`config.mk`:
```
export PLATFORM = sky130hd
export DESIGN_NAME = pipelined_csel_adder_flat
export DESIGN_NICKNAME = d
export VERILOG_FILES = /design/src/rtl/csel_pkg.sv /design/src/rtl/pipelined_csel_adder_if.sv /design/src/rtl/csel_block.sv /design/src/rtl/pipelined_csel_adder.sv /design/src/flat_wrapper.sv
export SDC_FILE = /design/constraint.sdc
export NUM_CORES = 1
export LEC_CHECK = 0
export CAP_MARGIN = 40
export CORE_MARGIN = 5
export CORE_UTILIZATION = 23
export DETAILED_ROUTE_END_ITERATION = 8
export PLACE_DENSITY = 0.4
export SETUP_SLACK_MARGIN = 0.1
export SYNTH_ARGS = -nofsm -noshare
export SYNTH_HDL_FRONTEND = slang
export SYNTH_SLANG_ARGS = --single-unit
export TNS_END_PERCENT = 30
```
`constraint.sdc`:
```
create_clock -name clk -period 2.45 [get_ports clk]
set_clock_uncertainty 0.2 [all_clocks]
set_input_delay 0.49 -clock clk [delete_from_list [all_inputs] [get_ports clk]]
set_output_delay 0.49 -clock clk [all_outputs]
set_load 0.005 [all_outputs]
```
`src/rtl/csel_pkg.sv`:
```
// Shared helpers for the pipelined carry-select adder: block-count helper and
// an elaboration-time divisibility check.
`ifndef CSEL_PKG_SV
`define CSEL_PKG_SV

// Aborts elaboration unless W splits evenly into at least one B-bit block.
`define CSEL_CHECK_DIV(W, B) \
  if (((B) == 0) || ((W) < (B)) || (((W) % (B)) != 0)) begin : g_div_check \
    $error("pipelined_csel_adder: WIDTH must be a non-zero multiple of BLOCK"); \
  end

package csel_pkg;

  localparam int unsigned DEF_WIDTH = 16;
  localparam int unsigned DEF_BLOCK = 4;

  function automatic int unsigned clog2(input int unsigned v);
    int unsigned r;
    r = 0;
    while ((32'd1 << r) < v) r++;
    return r;
  endfunction

  // Number of carry-select blocks, which is also the pipeline depth.
  function automatic int unsigned nblk(input int unsigned w, input int unsigned b);
    return (b == 0) ? 1 : w / b;
  endfunction

endpackage

`endif

```
`src/rtl/pipelined_csel_adder_if.sv`:
```
// Valid/ready operand and result streams of the pipelined carry-select adder.
interface pipelined_csel_adder_if #(
  parameter int unsigned WIDTH = 16
) ();

  logic             in_valid;
  logic             in_ready;
  logic [WIDTH-1:0] x;
  logic [WIDTH-1:0] y;
  logic             cin;
  logic             sub;
  logic             out_valid;
  logic             out_ready;
  logic [WIDTH-1:0] sum;
  logic             cout;
  logic             ovf;

  modport master (
    output in_valid, x, y, cin, sub, out_ready,
    input  in_ready, out_valid, sum, cout, ovf
  );

  modport slave (
    input  in_valid, x, y, cin, sub, out_ready,
    output in_ready, out_valid, sum, cout, ovf
  );

endinterface

```
`src/rtl/csel_block.sv`:
```
// One carry-select block: both carry-in cases are summed up front and the
// late-arriving carry only drives the final mux.
module csel_block #(
  parameter int unsigned BLOCK = 4
) (
  input  logic [BLOCK-1:0] a,
  input  logic [BLOCK-1:0] b,
  input  logic             c_in,
  output logic [BLOCK-1:0] s,
  output logic             c_out
);

  localparam int unsigned BW = BLOCK + 1;

  logic [BW-1:0] s0;
  logic [BW-1:0] s1;

  assign s0 = BW'(a) + BW'(b);
  assign s1 = BW'(a) + BW'(b) + BW'(1);

  assign {c_out, s} = c_in ? s1 : s0;

endmodule

```
`src/rtl/pipelined_csel_adder.sv`:
```
// Pipelined carry-select adder/subtractor: one BLOCK-bit slice resolved per
// stage, whole pipeline advancing together under a single valid/ready enable.
module pipelined_csel_adder
  import csel_pkg::*;
#(
  parameter int unsigned WIDTH = DEF_WIDTH,
  parameter int unsigned BLOCK = DEF_BLOCK
) (
  input logic                    clk,
  input logic                    rst_n,
  pipelined_csel_adder_if.slave  bus
);

  localparam int unsigned NBLK = nblk(WIDTH, BLOCK);
  localparam int unsigned MSB  = WIDTH - 1;

  `CSEL_CHECK_DIV(WIDTH, BLOCK)

  logic             adv;
  logic [WIDTH-1:0] y_eff;
  logic             c0;

  // Token state; index k is the token waiting in front of block k, index NBLK is the output.
  logic [NBLK:0]    v_q;
  logic [NBLK:0]    c_q;
  logic [NBLK-1:0]  xm_q;
  logic [NBLK-1:0]  ym_q;
  logic             ovf_q;
  logic [WIDTH-1:0] x_q  [NBLK];
  logic [WIDTH-1:0] y_q  [NBLK];
  logic [WIDTH-1:0] ps_q [NBLK+1];

  logic [BLOCK-1:0] s_c  [NBLK];
  logic             co_c [NBLK];

  assign adv   = ~v_q[NBLK] | bus.out_ready;
  assign y_eff = bus.sub ? ~bus.y : bus.y;
  assign c0    = bus.sub | bus.cin;

  for (genvar k = 0; k < NBLK; k++) begin : g_stage
    csel_block #(.BLOCK(BLOCK)) u_blk (
      .a     (x_q[k][BLOCK-1:0]),
      .b     (y_q[k][BLOCK-1:0]),
      .c_in  (c_q[k]),
      .s     (s_c[k]),
      .c_out (co_c[k])
    );
  end

  // Operands shift right so each stage always works on its low block; finished
  // sum blocks enter the partial sum from the top and settle into place.
  always_ff @(posedge clk or negedge rst_n) begin
    if (!rst_n) begin
      v_q   <= '0;
      c_q   <= '0;
      xm_q  <= '0;
      ym_q  <= '0;
      ovf_q <= 1'b0;
      for (int k = 0; k < NBLK; k++) begin
        x_q[k] <= '0;
        y_q[k] <= '0;
      end
      for (int k = 0; k <= NBLK; k++) begin
        ps_q[k] <= '0;
      end
    end else if (adv) begin
      v_q[0]  <= bus.in_valid;
      c_q[0]  <= c0;
      x_q[0]  <= bus.x;
      y_q[0]  <= y_eff;
      xm_q[0] <= bus.x[MSB];
      ym_q[0] <= y_eff[MSB];
      ps_q[0] <= '0;
      for (int k = 0; k < NBLK; k++) begin
        v_q[k+1]  <= v_q[k];
        c_q[k+1]  <= co_c[k];
        ps_q[k+1] <= WIDTH'({s_c[k], ps_q[k]} >> BLOCK);
      end
      for (int k = 1; k < NBLK; k++) begin
        x_q[k]  <= x_q[k-1] >> BLOCK;
        y_q[k]  <= y_q[k-1] >> BLOCK;
        xm_q[k] <= xm_q[k-1];
        ym_q[k] <= ym_q[k-1];
      end
      ovf_q <= (xm_q[NBLK-1] == ym_q[NBLK-1]) &
               (s_c[NBLK-1][BLOCK-1] != xm_q[NBLK-1]);
    end
  end

  assign bus.in_ready  = adv;
  assign bus.out_valid = v_q[NBLK];
  assign bus.sum       = ps_q[NBLK];
  assign bus.cout      = c_q[NBLK];
  assign bus.ovf       = ovf_q;

endmodule

```
`src/flat_wrapper.sv`:
```
// flat-port wrapper written by rule: the top's interface ports become plain ports
module pipelined_csel_adder_flat import csel_pkg::*;
#(
  parameter int unsigned WIDTH = DEF_WIDTH,
  parameter int unsigned BLOCK = DEF_BLOCK
)
  (clk, rst_n, bus_in_valid, bus_x, bus_y, bus_cin, bus_sub, bus_out_ready, bus_in_ready, bus_out_valid, bus_sum, bus_cout, bus_ovf);
  pipelined_csel_adder_if #(.WIDTH(WIDTH)) bus_i ();
  input logic clk;
  input logic rst_n;
  input wire logic [$bits(bus_i.in_valid)-1:0] bus_in_valid;
  input wire logic [$bits(bus_i.x)-1:0] bus_x;
  input wire logic [$bits(bus_i.y)-1:0] bus_y;
  input wire logic [$bits(bus_i.cin)-1:0] bus_cin;
  input wire logic [$bits(bus_i.sub)-1:0] bus_sub;
  input wire logic [$bits(bus_i.out_ready)-1:0] bus_out_ready;
  output wire logic [$bits(bus_i.in_ready)-1:0] bus_in_ready;
  output wire logic [$bits(bus_i.out_valid)-1:0] bus_out_valid;
  output wire logic [$bits(bus_i.sum)-1:0] bus_sum;
  output wire logic [$bits(bus_i.cout)-1:0] bus_cout;
  output wire logic [$bits(bus_i.ovf)-1:0] bus_ovf;
  assign bus_i.in_valid = bus_in_valid;
  assign bus_i.x = bus_x;
  assign bus_i.y = bus_y;
  assign bus_i.cin = bus_cin;
  assign bus_i.sub = bus_sub;
  assign bus_i.out_ready = bus_out_ready;
  assign bus_in_ready = bus_i.in_ready;
  assign bus_out_valid = bus_i.out_valid;
  assign bus_sum = bus_i.sum;
  assign bus_cout = bus_i.cout;
  assign bus_ovf = bus_i.ovf;
  pipelined_csel_adder #(.WIDTH(WIDTH), .BLOCK(BLOCK)) u_core (.clk(clk), .rst_n(rst_n), .bus(bus_i));
endmodule
```
==> impl_metrics.csv <==
group,metric,value,unit
detailed_routing,postRouteAntennaNets,0,
synthesis,synth.cell_area,5910,um2
hold_path,worstHoldEndpoint,"u_core.v_q[3]$_DFFE_PN0P_",
clock_tree,clk_pin_slew,0.06,ns
synthesis,async_flop_share,100,%
sta,tightest_slew,0.471,ns
placement,finalWeightedCongestion,0.778,
synthesis,synth_area_per_cell,9.08,um2
synthesis,ys_types,30,
synthesis,syn_nets,713,
sta,finalSetupViolations,0,
floorplan,io-pin-count,58,
hold_path,min-delay-start,"u_core.v_q[3]$_DFFE_PN0P_",
detailed_routing,wl,12600,um
critical_path,critPathArrivalTime,2.34,ns
clock_tree,clk_latency,0.42,ns
global_route,overflow,0,
sta,fin_crit_sh,91.9,%
finish,nNetsFinal,759,
critical_path,crit_type,"reg -> reg",
critical_path,critPathMaxFanout,3,
sta,relSlewSlack,68.6,%
finish,final_common_cell,"nand2_1",
run,cap_violations,0,
sta,fin_setup_tns,0,ns
sta,hold_viol_final,0,
clock_tree,clockBufferDepth,2,
synthesis,yosys_most_used_dff,"dfrtp_1",
floorplan,dieArea,29000,um2
synthesis,synth_seq_cells,131,
finish,fin_util,29.6,%
global_route,grt_use_total,9.31,%
sta,period_minus_slack,2.25,ns
detailed_routing,via_count,4149,
finish,multi_input_area,2400,um2
clock_tree,htreeDepth,4,
finish,regArea,3280,um2
hold_path,hold_class,"reg -> reg",
power_and_ir_drop,p_leak,3.56,nW
critical_path,reg2regPathDepth,10,
clock_tree,cts_buffers,17,
synthesis,syn_inst,651,
power_and_ir_drop,cellPowerDensity,1350,nW/um2
global_route,antenna_found_initial,0,
hold_path,whs_path_depth,2,
sta,clock.fmax,444,MHz
global_route,grt_pass1_wl,21600,um
finish,layout_common_cells,"nand2_1 (304), dfrtp_1 (131), clkdlybuf4s50_1 (55)",
detailed_routing,post_drt_wl_per_cell,12.1,um
clock_tree,cts_root_buf,"clkbuf_16",
synthesis,synth_edf_count,0,
power_and_ir_drop,ir_worst_vdd,0.000452,V
finish,final_layout_size_suffix_gt1_share,9.58,%
power_and_ir_drop,power,10.1,mW
synthesis,synth_top_cell_area_share,55.4,%
placement,place_hpwl,8190,um
detailed_routing,drcViolationCount,0,
critical_path,r2r-end,"u_core.c_q[4]$_DFFE_PN0P_",
sta,slew_viol_final,0,
synthesis,synth_area_leaders,"dfrtp_1 (55%), nand2_1 (19%), ha_1 (4.2%), xnor2_1 (4.0%), o21ai_0 (2.5%)",
synthesis,synth_top_area_cell,"dfrtp_1",
detailed_routing,vias_per_cell,3.99,
global_route,grt_pass1_vias,4237,
synthesis,yosysWarnings,0,
finish,diodes,0,
detailed_routing,drt_iter0_markers,153,
run_status,outcome,"completed",
placement,io_buffers,57,
floorplan,die_h,170,um
critical_path,cp-start-kind,"flop",
floorplan,start_util,23.4,%
synthesis,synth-seq-area-share,55.4,%
critical_path,reg2reg_from,"u_core.x_q[0]$_DFFE_PN0P_",
sta,rsz0062_at_grt,"true",
finish,areaGrowthSynthToFinish,26.3,%
critical_path,rrSetupSlack,0.20,ns
floorplan,core_area,25300,um2
floorplan,die_w,170,um
critical_path,worst_setup_path_end_kind,"flop",
floorplan,rows,58,
detailed_routing,dr.pass1.iters,5,
clock_tree,cts_tree,"done",
critical_path,cp.required,2.54,ns
clock_tree,cts_num_sinks,131,
finish,fillCellCount,2698,
global_route,grt_max_degree,104,
## synth_stat cells (3+ instances only)
cell type    n
a21oi_1     22
and3_1       3
buf_1        4
buf_2       12
buf_4       16
clkbuf_1    15
dfrtp_1    131
fa_1         4
ha_1        20
inv_1        8
mux2i_1      4
nand2_1    306
nand3_1      4
nand4_1      3
nor2_1      18
nor4b_1      3
o21ai_0     29
or2_2        3
xnor2_1     27
xor2_1       9
## timing repair
action	4_1_cts	5_1_grt
setup buffers	0	3
hold buffers	1	0
resized for setup	1	11
endpoints found under the setup margin	2	4
endpoints found under the hold margin	36	0
pin swaps	0	11
## worst max path at each step
stage / from / to / cells after the start
floorplan: u_core.x_q[48]$_DFFE_PN0P_ / u_core.c_q[1]$_DFFE_PN0P_ / 7
global route: u_core.x_q[32]$_DFFE_PN0P_ / u_core.c_q[2]$_DFFE_PN0P_ / 7
global placement: bus_out_ready / bus_in_ready / 4
CTS: u_core.x_q[48]$_DFFE_PN0P_ / u_core.c_q[1]$_DFFE_PN0P_ / 7
detailed placement: bus_out_ready / bus_in_ready / 4
finish: u_core.x_q[0]$_DFFE_PN0P_ / u_core.c_q[4]$_DFFE_PN0P_ / 10
## registers in the layout, summed over array words and instances, names as in the netlist
| signal | cells |
|---|---|
| u_core.x_q | 36 |
| u_core.ym_q | 4 |
| u_core.xm_q | 4 |
| u_core.c_q | 5 |
| u_core.bus.ovf | 1 |
| u_core.y_q | 36 |
| u_core.ps_q | 24 |
| u_core.v_q | 5 |
| u_core.bus.sum | 16 |
## per-stage QoR
| stage | hold slack, ns | setup slack, ns | cell area (um2) | std cells |
|---|---|---|---|---|
| 2_1_floorplan | -0.00559 | 0.246 | 5910 | 651 |
| 6_report | 0.262 | 0.198 | 7470 | 1040 |
| 5_1_grt | 0.284 | 0.0766 | 7470 | 1040 |
| 4_1_cts | 0.265 | 0.0906 | 7400 | 1037 |
| 3_5_place_dp | 0.231 | 0.00523 | 6800 | 1004 |
| 3_3_place_gp | 0.225 | 0.00803 | 6800 | 1004 |
## cell type report
type / instances / share of cell area (%)
Sequential cell: 131 / 43.9
Multi-Input combinational cell: 464 / 32.2
Timing Repair Buffer: 74 / 10.1
Clock buffer: 22 / 6.48
Tap cell: 330 / 5.53
Clock inverter: 10 / 1.41
Inverter: 9 / 0.469
## logic make-up after synthesis
group                      synth area share [%]
xor gates and xnor gates                   5.88
AOI/OAI and AO/OA                          4.80
adders and majority gates                  5.59
buffers and inverters                      4.83
DFF                                        55.4
and+or+nand+nor                            22.8
muxes                                     0.677
## layer usage
metal  global-route usage [%]  up-vias  part of all wire [%]
met5                        0        -                     0
met4                     4.27        0                   2.0
met3                     2.32       16                   3.0
met2                     13.7       58                    43
met1                     12.9     1951                    52
li1                         -     2124                     -
## power breakdown
group	switching (mW)	internal, mW	leakage, nW
Sequential	0.578	3.14	1.58
Combinational	2.00	1.82	1.69
Clock	0.935	1.59	0.291
## critical path: stages (launching register included)
cell	delay (ns)
dfrtp_1	0.35
ha_2	0.17
inv_1	0.05
fa_2	0.57
inv_1	0.05
ha_1	0.22
nand3_1	0.09
nor2_1	0.04
mux2i_1	0.17
xnor2_1	0.13
o21ai_0	0.08
No activity file was read; power rests on OpenSTA's default activity.
